[src/rtl/bus_xfer_scheduler.sv]
// rtl/bus_xfer_scheduler.sv - round-robin shared-bus move/swap scheduler; optional BUS_XFER_COUNT_EN adds xfer_cnt
module bus_xfer_scheduler #(
  parameter int NUM_REGS = 4,
  parameter int IDX_W    = 2
) (
  input  logic                clk,
  input  logic                rst,
  input  logic [1:0]          req,
  input  logic                op0,
  input  logic [IDX_W-1:0]    src0,
  input  logic [IDX_W-1:0]    dst0,
  input  logic                op1,
  input  logic [IDX_W-1:0]    src1,
  input  logic [IDX_W-1:0]    dst1,
  output logic [1:0]          gnt,
  output logic [1:0]          done,
  output logic [1:0]          err,
  output logic [NUM_REGS-1:0] h,
  output logic [NUM_REGS-1:0] c,
  output logic                busy
`ifdef BUS_XFER_COUNT_EN
  ,
  output logic [7:0]          xfer_cnt
`endif
);

  typedef enum logic [2:0] {IDLE, T1, T2, T3, DONE, ERR} state_t;

  localparam logic [IDX_W-1:0] TMP = IDX_W'(NUM_REGS - 1);

  state_t           state, state_nx;
  logic             win_q, last_q, op_q;
  logic [IDX_W-1:0] src_q, dst_q;

  logic             pick, pick_op, legal;
  logic [IDX_W-1:0] pick_src, pick_dst;

  function automatic logic [NUM_REGS-1:0] oh(input logic [IDX_W-1:0] i);
    oh = NUM_REGS'(1) << i;
  endfunction

  // On a tie the requester not served last wins.
  always_comb begin
    pick     = (req == 2'b11) ? ~last_q : req[1];
    pick_op  = pick ? op1  : op0;
    pick_src = pick ? src1 : src0;
    pick_dst = pick ? dst1 : dst0;
    legal    = (pick_src != pick_dst) && (pick_src != TMP) && (pick_dst != TMP) &&
               (int'(pick_src) < NUM_REGS) && (int'(pick_dst) < NUM_REGS);
  end

  always_ff @(posedge clk or negedge rst) begin
    if (!rst) begin
      state  <= IDLE;
      win_q  <= 1'b0;
      last_q <= 1'b1;
      op_q   <= 1'b0;
      src_q  <= '0;
      dst_q  <= '0;
    end else begin
      state <= state_nx;
      if (state == IDLE && req != 2'b00) begin
        win_q  <= pick;
        last_q <= pick;
        op_q   <= pick_op;
        src_q  <= pick_src;
        dst_q  <= pick_dst;
      end
    end
  end

  always_comb begin
    state_nx = state;
    h        = '0;
    c        = '0;
    gnt      = 2'b00;
    done     = 2'b00;
    err      = 2'b00;
    case (state)
      IDLE: if (req != 2'b00) state_nx = legal ? T1 : ERR;
      T1: begin
        h           = oh(src_q);
        c           = op_q ? oh(TMP) : oh(dst_q);
        gnt[win_q]  = 1'b1;
        state_nx    = op_q ? T2 : DONE;
      end
      T2: begin
        h          = oh(dst_q);
        c          = oh(src_q);
        gnt[win_q] = 1'b1;
        state_nx   = T3;
      end
      T3: begin
        h          = oh(TMP);
        c          = oh(dst_q);
        gnt[win_q] = 1'b1;
        state_nx   = DONE;
      end
      DONE: begin
        gnt[win_q]  = 1'b1;
        done[win_q] = 1'b1;
        state_nx    = IDLE;
      end
      ERR: begin
        err[win_q] = 1'b1;
        state_nx   = IDLE;
      end
      default: state_nx = IDLE;
    endcase
  end

  assign busy = (state != IDLE);

`ifdef BUS_XFER_COUNT_EN
  always_ff @(posedge clk or negedge rst) begin
    if (!rst) begin
      xfer_cnt <= 8'd0;
    end else if (state == DONE && xfer_cnt != 8'hff) begin
      xfer_cnt <= xfer_cnt + 8'd1;
    end
  end
`endif

endmodule

[config.mk]
export PLATFORM = sky130hd
export DESIGN_NAME = bus_xfer_scheduler
export DESIGN_NICKNAME = d
export VERILOG_FILES = /design/src/rtl/bus_xfer_scheduler.sv
export SDC_FILE = /design/constraint.sdc
export NUM_CORES = 1
export LEC_CHECK = 0
export CAP_MARGIN = 20
export CELL_PAD_IN_SITES_DETAIL_PLACEMENT = 0
export CELL_PAD_IN_SITES_GLOBAL_PLACEMENT = 2
export CORE_MARGIN = 2
export CORE_UTILIZATION = 25
export CTS_BUF_LIST = sky130_fd_sc_hd__clkbuf_16
export CTS_CLUSTER_SIZE = 12
export DETAILED_ROUTE_END_ITERATION = 10
export GPL_ROUTABILITY_DRIVEN = 0
export PLACE_DENSITY = 0.77
export REMOVE_ABC_BUFFERS = 1
export SETUP_SLACK_MARGIN = 0.5
export SYNTH_ARGS = -nofsm -noshare
export SYNTH_HDL_FRONTEND = slang
export SYNTH_SLANG_ARGS = --single-unit
[constraint.sdc]
create_clock -name clk -period 3.3 [get_ports clk]
set_input_delay 0.99 -clock clk [delete_from_list [all_inputs] [get_ports clk]]
set_output_delay 0.99 -clock clk [all_outputs]
set_load 0.02 [all_outputs]
---- Word level (Yosys, flattened, before mapping) ----
Index checks and enable logic that the tools add are counted.
word-level totals
  register bits ........................... 10
  input bits .............................. 14
  logic and storage cells ................. 45
cells by class
  magnitude comparators ................... 2
  eq/ne operators ......................... 10
  shift operators ......................... 2
  multiplexer cells ....................... 16
  bitwise operators ....................... 1
  reductions and logical operators ........ 8
operators with widths
  kind                                                                          number
  4-bit case mux with 3 select lines                                            2
  3-bit case mux with 4 select lines                                            1
  2-bit two-way mux                                                             5
  3-bit two-way mux                                                             3
  1-bit by 2-bit left shift with 4-bit output, first input constant             2
  3-bit by 2-bit equality test with 1-bit output, second input constant         2
  3-bit equality test, second input constant                                    2
  1-bit logical AND                                                             4
  4-bit two-way mux                                                             1
  2-bit != test, second input constant                                          2
  4-bit OR reduction                                                            1
  3-bit by 1-bit equality test with 1-bit output, second input constant         1
  3-bit zero test                                                               1
  1-bit two-way mux                                                             3
  3-bit nonzero test                                                            1
  2-bit equality test, second input constant                                    1
  1-bit by 2-bit less-than comparator with 1-bit output, second input constant  1
  2-bit by 1-bit != test with 1-bit output, second input constant               1
  2-bit != test                                                                 1
  2-bit nonzero test                                                            1
  1-bit demux with 1-bit select                                                 1
  1-bit >= comparator, second input constant                                    1
  1-bit NOT                                                                     1

---- Depth between registers and ports, before layout ----
Gate-level depths: netlist (run 1).
  word-level depth ........................ 9
  mapped depth ............................ 6
  depth with buffers taken out ............ 4

---- Worst setup path before layout (run 1) ----
No wires, ideal clock.
  path kind ............................... register to output
  from .................................... register state[0]
  to ...................................... output port h[0]
  arrival ................................. 1395 ps
  data required time ...................... 2310 ps
  setup slack ............................. 915 ps
  stages on the path, launching flop included .. 5
  path buffers ............................ 1
  path through ............................ dfrtp_1 > buf_2 > nor2_1 > nand2_2 > o32ai_1
on the way
  word-level cells in the longest chain between the ends .. 2
  elaborated cells on any way between the ends .. 4
ends and longest elaborated chain
  item                                                                                                                     RTL line  text
  from (decl)                                                                                                              31        state_t state, state_nx;
  from (signal assigned)                                                                                                   61        state <= state_nx;
  3-bit by 2-bit equality test with 1-bit output / 3-bit by 1-bit equality test with 1-bit output (equally long branches)  79        case (state)
  4-bit case mux with 3 select lines *                                                                                     79
  to (decl)                                                                                                                18        output logic [NUM_REGS-1:0] h,
Every way passes the cells marked *; elsewhere a longest branch is shown, timed or not.

---- Worst setup path in the final report (run 1) ----
  from .................................... register state[0]
  to ...................................... output port gnt[1]
on the way
  word-level cells in the longest chain between the ends .. 3
  elaborated cells on any way between the ends .. 6
ends and longest elaborated chain
  item                                                                          RTL line  text
  3-bit by 2-bit equality test with 1-bit output, or another cell as far along  79
  4-bit OR reduction (no source line) *                                         n/a
  2-bit two-way mux *                                                           n/a
  to (decl)                                                                     15        output logic [1:0] gnt,
Marks and branches as above.

==> impl_metrics.yaml, run 1 <==
outcome:
  status: "complete, no violations"
worst_setup_path:
  crit_fanout: 12
  crit_path_end_kind: "primary output"
  crit_arrival_ns: 1.75
  start_kind: "flip-flop"
  path_class: "reg2out"
  critPathMaxStageDelay_ns: 0.60
  worstPathRequired_ns: 2.31
  cp_slowest_cell: "clkdlybuf4s50_1"
  rrSetupSlack_ns: 1.89
  crit_chain: "o21ai_0 -> and3_1 -> clkdlybuf4s50_1"
sta:
  relSlewSlack_pct: 62.35
  rsz0062_at_grt: "false"
  fin_ws_ns: 0.5600
  finClkSkew_ns: 0.001788
  finalCritPeriodShare_pct: 83.03
  finalMaxSlewViolations: 0
  setup_viol: 0
  fmax_ghz: 0.3650
  tns_ns: 0
  finalHoldViolCount: 0
  period_minus_slack_ns: 2.740
  tightest_slew_ns: 0.5647
yosys:
  async_flop_share_pct: 100.0
  syn_area_sq_um: 719.4
  ys_warn_count: 0
  synth_seq_area_share_pct: 34.96
  synth_area_per_cell_sq_um: 9.107
  synth_area_leaders: "dfrtp_1, mux2i_1, o21ai_2"
  synth-main-ff-cell: "dfrtp_1"
  synth_seq_cells: 10
  syn_inst: 79
  yosysTopAreaCell: "dfrtp_1"
  synth_top_area_share_pct: 31.30
  synth_edf_count: 0
  synth_cell_type_count: 32
clock_network:
  cts_buffers: 3
  cts_root_buf: "clkbuf_16"
  clock-sinks: 10
  cts_max_level: 1
  clk_path_buf_depth: 2
  clock_latency_ns: 0.24
  clkSlewWorstSetupHoldPaths_ns: 0.04
  postCtsHoldBufs: 0
  cts_tree: "yes"
floorplan:
  die-area_sq_um: 3323
  start_util_pct: 26.32
  fp.dieW_microns: 57.65
  num_io_pins: 29
  fp.coreArea_sq_um: 2734
  die_h_microns: 57.65
  fp-row-count: 19
drt:
  wl_per_cell_microns: 11.89
  via_count: 688
  ant_nets: 0
  drc: 0
  dr.first_iter.drc_count: 9
  drt_pre_antenna_iters: 2
  viasPerCell: 4.914
  wirelength_microns: 1665
pwr:
  p_per_area_nw_per_um2: 944.9
  total_power_mw: 1.040
  peakVddDrop_mv: 0.4127
  p_leak_nw: 0.4883
placed_design:
  pre_cts_ws_ns: 0.5223
  portBuffers: 28
  place_area_sq_um: 1015
  hpwl_microns: 1287
global_routing:
  grt-ovfl-total: 0
  grt_use_total_pct: 10.89
  grt_pass1_vias: 679
  grt_pass1_wl_microns: 2842
  grt_max_degree: 13
  antenna_found_initial: 0
worst_hold_path:
  hp-class: "reg2reg"
run:
  drv_cap: 0
cells_and_area:
  drive_gt1_share_pct: 17.43
  final_nets: 124
  area_growth_pct: 53.04
  fill_cells: 291
  finalInstanceArea_sq_um: 1101
  diodes: 0
-- critical path, delay by kind of cell, from the launching register on --
| kind | cells | cell delay [ns] |
|---|---|---|
| simple gates | 1 | 0.18 |
| compound gates | 1 | 0.25 |
| flops | 1 | 0.48 |
| buf+inv | 1 | 0.60 |
-- layout by cell type (no fill, tap or decap), drive strengths merged, types with 2 or more instances in the layout --
master,n
nor2,9
nand2,10
and3,2
o32ai,2
dlygate4sd2,7
xnor2,2
clkbuf,3
clkdlybuf4s50,20
o22ai,4
dfrtp,9
mux2i,6
a31oi,2
inv,3
o21ai,9
nand2b,5
-- routing by layer --
| layer | vias to the layer above | share of wire, % | global-route usage, % |
|---|---|---|---|
| met5 | - | 0 | 0 |
| met2 | 23 | 47 | 18.51 |
| li1 | 354 | - | - |
| met1 | 308 | 45 | 12.78 |
| met4 | 0 | 1.7 | 6.977 |
| met3 | 3 | 6.2 | 1.563 |
-- through the flow --
stage	util, %	instances	hold slack (ns)
CTS	40.05	140	0.5408
finish	40.27	140	0.5349
global route	40.27	140	0.5696
detailed placement	37.12	135	0.5324
global placement	37.12	135	0.5346
floorplan	-	76	0.4762
-- synthesized netlist by cell type, types with 2 or more instances --
cell / count
o22ai_1: 4
o21ai_2: 6
nor2_1: 9
xnor2_1: 2
nand2_1: 9
o32ai_1: 2
inv_1: 2
mux2i_1: 6
and3_1: 2
a31oi_1: 2
dfrtp_1: 9
nand2b_1: 5
o21ai_1: 2
-- cell type report --
| class | count | area, sq um | share of cell area (%) |
|---|---|---|---|
| repair buffers | 29 | 281.5 | 25.57 |
| inverters | 2 | 7.507 | 0.6818 |
| multi-input cells | 64 | 439.2 | 39.89 |
| clock buffers | 3 | 75.07 | 6.818 |
| flip-flops and latches | 10 | 255.2 | 23.18 |
| well taps | 31 | 38.79 | 3.523 |
| clock inverters | 1 | 3.754 | 0.3409 |
-- path summary, 6_finish.rpt --
kind | from | end | depth (start not counted)
min in group asynchronous | rst | dst_q[1] | 1
worst max register to register | state[1] | win_q | 4
worst min register to register | op_q | op_q | 2
max in group asynchronous | rst | last_q | 1
worst min-delay path | op_q | op_q | 2
worst max-delay path | state[0] | gnt[1] | 3
-- logic make-up (layout without fill, tap and decap cells) --
group,count (synthesis),after routing,synth area share [%]
XOR/XNOR,2,2,2.435
AND/OR/NAND/NOR,32,32,23.65
multiplexers,6,6,8.348
AO/OA/AOI/OAI,24,24,26.26
flip-flops,10,10,34.96
buffers and inverters,5,35,4.348
-- sequential cells by signal, summed over array words and instances, names as in the netlist --
name and count:
win_q 1, op_q 1, state 3, dst_q 2, src_q 2, last_q 1
-- repair_timing --
item                                    in CTS  in global routing
endpoints found under the setup margin       9                  4
setup buffers                                1                  0
gates resized for setup                      9                  3
endpoints found under the hold margin        0                  0
pin swaps                                    1                  0
gates cloned                                 0                  0
-- power breakdown --
group	total, mW	leakage, nW	switching (mW)	internal [mW]
logic	0.529	0.327	0.274	0.255
registers	0.295	0.119	0.106	0.188
clock network	0.216	0.0423	0.0577	0.159
(Power assumes the default switching activity.)
==> run 2: changes to the inputs <==
CORE_UTILIZATION = 24   (was 25)
PLACE_DENSITY = 0.74   (was 0.77)
clock period = 2.85 ns   (was 3.3 ns; I/O delays follow)
==> run 2 against run 1 <==
  * The run now ends with DRC left
  * Critical path depth is 2 higher
  * Cell count is 2.1% higher
  * Highest routed layer is now met3
  * Critical path type unchanged
  * Sequential power is 14% higher
  * Clock power is 13% higher
  * Largest power group unchanged
  * Die area is 3.9% higher
==> impl_metrics.yaml, run 2 (synthesis gave the netlist of run 1 again) <==
clock_network:
  cts_root_buf: "clkbuf_16"
  clock-sinks: 10
  clk_path_buf_depth: 2
  postCtsHoldBufs: 0
  clock_latency_ns: 0.23
  cts_tree: "yes"
  cts_buffers: 3
  cts_max_level: 1
  clkSlewWorstSetupHoldPaths_ns: 0.04
drt:
  via_count: 682
  drt_pre_antenna_iters: 7
  dr.first_iter.drc_count: 34
  wirelength_microns: 1747
  dr_wl_met3_microns: 108
  ant_nets: 0
  viasPerCell: 4.769
  wl_met2_microns: 831
  met1_length_microns: 808
  drc: 3
  wl_per_cell_microns: 12.22
  highest_layer: "met3"
cells_and_area:
  largest_reg_flops: 3
  final_cells: 143
  layout_commonest_cell: "clkdlybuf4s50_1"
  max_flop_register: "state"
  diodes: 0
  final_cell_mix: "clkdlybuf4s50_1, nand2_1, nor2_1"
  final_nets: 127
  area_growth_pct: 52.00
  post-route-util_pct: 38.98
  fill_cells: 302
  drive_gt1_share_pct: 33.93
  finalInstanceArea_sq_um: 1094
  largestRegisters: "state: 3 flops, dst_q: 2 flops, src_q: 2 flops"
worst_hold_path:
  hp-class: "reg2reg"
sta:
  period_minus_slack_ns: 2.340
  finalMaxSlewViolations: 0
  fin_ws_ns: 0.5104
  setup_viol: 0
  relSlewSlack_pct: 61.35
  tns_ns: 0
  finClkSkew_ns: 0.001300
  fmax_ghz: 0.4274
  hold-worst-slack_ns: 0.5550
  finalHoldViolCount: 0
  rsz0062_at_grt: "true"
  tightest_slew_ns: 0.5796
  finalCritPeriodShare_pct: 82.09
worst_setup_path:
  critPathTopFamily: "flip-flops"
  crit_buf_inv: 2
  crit_arrival_ns: 1.48
  worstPathRequired_ns: 2.00
  path_class: "reg2out"
  crit_path_end_kind: "primary output"
  cp_slowest_cell: "dfrtp_2"
  start_kind: "flip-flop"
  crit_fanout: 7
  crit_chain: "buf_4 -> o21ai_0 -> nand2_1 -> nor2_1 -> clkdlybuf4s15_2"
  critPathMaxStageDelay_ns: 0.44
floorplan:
  start_util_pct: 25.65
  fp-row-count: 19
  fp.dieW_microns: 58.75
  num_io_pins: 29
  die_h_microns: 58.75
  fp.coreArea_sq_um: 2805
  die-area_sq_um: 3452
placed_design:
  dp_cells: 137
  hpwl_microns: 1330
  pre_cts_ws_ns: 0.2933
  portBuffers: 28
  place_area_sq_um: 1030
global_routing:
  grt_pass1_vias: 643
  grt_max_degree: 13
  grt-ovfl-total: 0
  grt_use_total_pct: 10.49
  grt_pass1_wl_microns: 2801
  antenna_found_initial: 0
pwr:
  total_power_mw: 1.208
  p_per_area_nw_per_um2: 1105
  peakVddDrop_mv: 0.3818
  p_leak_nw: 0.4826
outcome:
  violations: "DRC"
  status: "complete, but fails checks"
run:
  drv_cap: 0
[run 2: changes by cell type in the layout (fill, tap and decap cells not counted)]
cell,before,now
clkdlybuf4s15_2,0,3
clkdlybuf4s50_1,20,13
dlymetal6s2s_1,1,0
nor3b_1,1,0
nor3b_2,0,1
buf_2,0,5
dlygate4sd2_1,7,2
or3b_1,1,0
nor2_1,9,8
or3b_4,0,1
buf_4,1,5
clkbuf_2,0,4
nor2_2,0,1
[run 2: what timing repair did]
| item | 4_1_cts | 5_1_grt |
|---|---|---|
| setup buffers | 2 | 0 |
| resized for setup | 39 | 20 |
| setup endpoints to repair | 15 | 13 |
| pin swaps | 1 | 0 |
[run 2: final cells by class]
class,count,area [sq um],share of cell area [%]
Multi-Input combinational cell,64,449.2,41.08
Timing Repair Buffer,32,264.0,24.14
Sequential cell,10,255.2,23.34
Clock buffer,3,75.07,6.865
Tap cell,31,38.79,3.547
Inverter,2,7.507,0.6865
Clock inverter,1,3.754,0.3432
[run 2: final timing paths]
check | startpoint | end | slack [ns] | cells after the start
setup / recovery | state[0] | gnt[0] | 0.51 | 5
hold / removal | op_q | op_q | 0.56 | 2
setup reg to reg | state[1] | win_q | 1.36 | 5
hold reg to reg | op_q | op_q | 0.56 | 2
max in group asynchronous | rst | state[1] | 1.56 | 1
min in group asynchronous | rst | win_q | 0.95 | 1
[run 2: report_power, final]
part	total, mW	internal, mW	switching (mW)
clock	0.243	0.183	0.0601
combinational	0.629	0.288	0.341
sequential	0.335	0.218	0.117
[run 2: worst reg2reg max path, delay by kind of cell (launching register included)]
kind	cells	cell delay (ns)
DFF	1	0.44
AOI/OAI and AO/OA	2	0.46
buffers and inverters	2	0.32
and+or+nand+nor	1	0.16
[run 2: routing by layer]
layer | global-route usage, % | up-vias
met4 | 4.870 | 0
met3 | 1.319 | 0
met1 | 13.16 | 309
li1 | - | 351
met5 | 0 | -
met2 | 17.78 | 22
==> run 3: changes to the inputs <==
CORE_UTILIZATION = 21   (was 24)
PLACE_DENSITY = 0.69   (was 0.74)
clock period = 1.9 ns   (was 2.85 ns; I/O delays follow)
==> run 3 against run 2 <==
  * The flow finishes with violations (setup timing)
  * First-iteration DRC count fell by 41%
  * Largest power group unchanged
  * Clock power rose by 55%
  * Critical path depth fell by 2
  * Die area rose by 13%
==> impl_metrics.yaml, run 3 (synthesis gave the netlist of run 1 again) <==
outcome:
  status: "complete, but fails checks"
  violations: "setup timing"
global_routing:
  grt_pass1_wl_microns: 3367
  antenna_found_initial: 0
  grt-ovfl-total: 0
  grt_use_total_pct: 10.75
  grt_pass1_vias: 796
  grt_max_degree: 12
floorplan:
  fp.coreArea_sq_um: 3311
  die_h_microns: 62.53
  fp-row-count: 21
  die-area_sq_um: 3910
  start_util_pct: 21.73
  num_io_pins: 29
  fp.dieW_microns: 62.53
worst_setup_path:
  crit_arrival_ns: 1.39
  crit_path_end_kind: "primary output"
  path_class: "reg2out"
  start_kind: "flip-flop"
  crit_fanout: 5
  worstPathRequired_ns: 1.33
cells_and_area:
  max_flop_register: "state"
  final_nets: 150
  diodes: 0
  multi_input_area_sq_um: 564.3
  seq_area_sq_um: 255.2
  area_growth_pct: 106.4
  layout_commonest_cell: "buf_4"
  drive_gt1_share_pct: 58.52
  largestRegisters: "state: 3 flops, dst_q: 2 flops, src_q: 2 flops"
  fill_cells: 352
  largest_reg_flops: 3
  final_cell_mix: "buf_4, clkdlybuf4s50_1, buf_6, nor2_1"
pwr:
  p_per_area_nw_per_um2: 1722
  peakVddDrop_mv: 0.4723
  p_leak_nw: 0.6689
  total_power_mw: 2.557
sta:
  finalHoldViolCount: 0
  hold-worst-slack_ns: 0.5513
  tns_ns: -0.2602
  setup_viol: 7
  relSlewSlack_pct: 68.37
  tightest_slew_ns: 0.4730
  fmax_ghz: 0.5104
  period_minus_slack_ns: 1.959
  finalMaxSlewViolations: 0
  fin_ws_ns: -0.05912
  rsz0062_at_grt: "true"
  finalCritPeriodShare_pct: 103.1
  finClkSkew_ns: 0.003271
drt:
  ant_nets: 0
  dr.first_iter.drc_count: 20
  drt_pre_antenna_iters: 4
  wl_per_cell_microns: 11.80
  viasPerCell: 4.431
  drc: 0
  via_count: 802
  wirelength_microns: 2136
clock_network:
  postCtsHoldBufs: 0
  clock_latency_ns: 0.24
  cts_buffers: 3
  clock-sinks: 10
  cts_tree: "yes"
  clk_path_buf_depth: 2
  cts_root_buf: "clkbuf_16"
  cts_max_level: 1
  clkSlewWorstSetupHoldPaths_ns: 0.04
run:
  drv_cap: 0
worst_hold_path:
  hp-class: "reg2reg"
placed_design:
  hpwl_microns: 1439
  portBuffers: 28
[run 3: worst max-delay path: stages (launching register included)]
cell	delay [ns]
dfrtp_2	0.43
or3b_4	0.44
o32ai_2	0.10
buf_4	0.18
[run 3: path summary, 6_finish.rpt]
check	from	end	slack (ns)	depth (start not counted)
setup / recovery	state[1]	h[0]	-0.06	3
hold / removal	last_q	last_q	0.55	2
setup reg to reg	state[1]	dst_q[0]	0.54	7
hold reg to reg	last_q	last_q	0.55	2
max in group asynchronous	rst	state[1]	0.89	1
min in group asynchronous	rst	win_q	0.66	1
[run 3: per-stage QoR]
step | instance area, sq um | utilization, % | worst slack, ns | instances
2_1_floorplan | 695.7 | - | -0.04010 | 76
3_3_place_gp | 1196 | 36.13 | -0.2886 | 170
3_5_place_dp | 1196 | 36.13 | -0.2961 | 170
4_1_cts | 1287 | 38.89 | -0.08010 | 176
5_1_grt | 1485 | 44.86 | -0.1374 | 181
6_report | 1485 | 44.86 | -0.05912 | 181
[run 3: routing by layer]
layer  vias to the layer above  global-route usage, %  wire length (microns)
met5                         -                      0                      0
met4                         0                  6.389                     47
met2                        19                  18.01                   1127
li1                        404                      -                      -
met1                       374                  12.09                    863
met3                         5                  3.063                     98
[run 3: report_power, final]
part	leakage, nW	internal, mW	switching [mW]
sequential	0.119	0.327	0.169
clock	0.0385	0.276	0.101
combinational	0.511	0.933	0.751
[run 3: repair_timing]
action,CTS,global route
pin swaps,5,13
cloned,0,1
setup endpoints to repair,22,21
endpoints found under the hold margin,0,0
buffers inserted,2,4
resized for setup,86,36
[run 3: layout make-up]
class                           instances  share of cell area, %
Clock buffer                            3                  5.055
Clock inverter                          1                 0.2527
Inverter                                2                 0.5055
Timing Repair Buffer                   55                  35.13
Sequential cell                        10                  17.19
Tap cell                               46                  3.875
Multi-Input combinational cell         64                  38.00
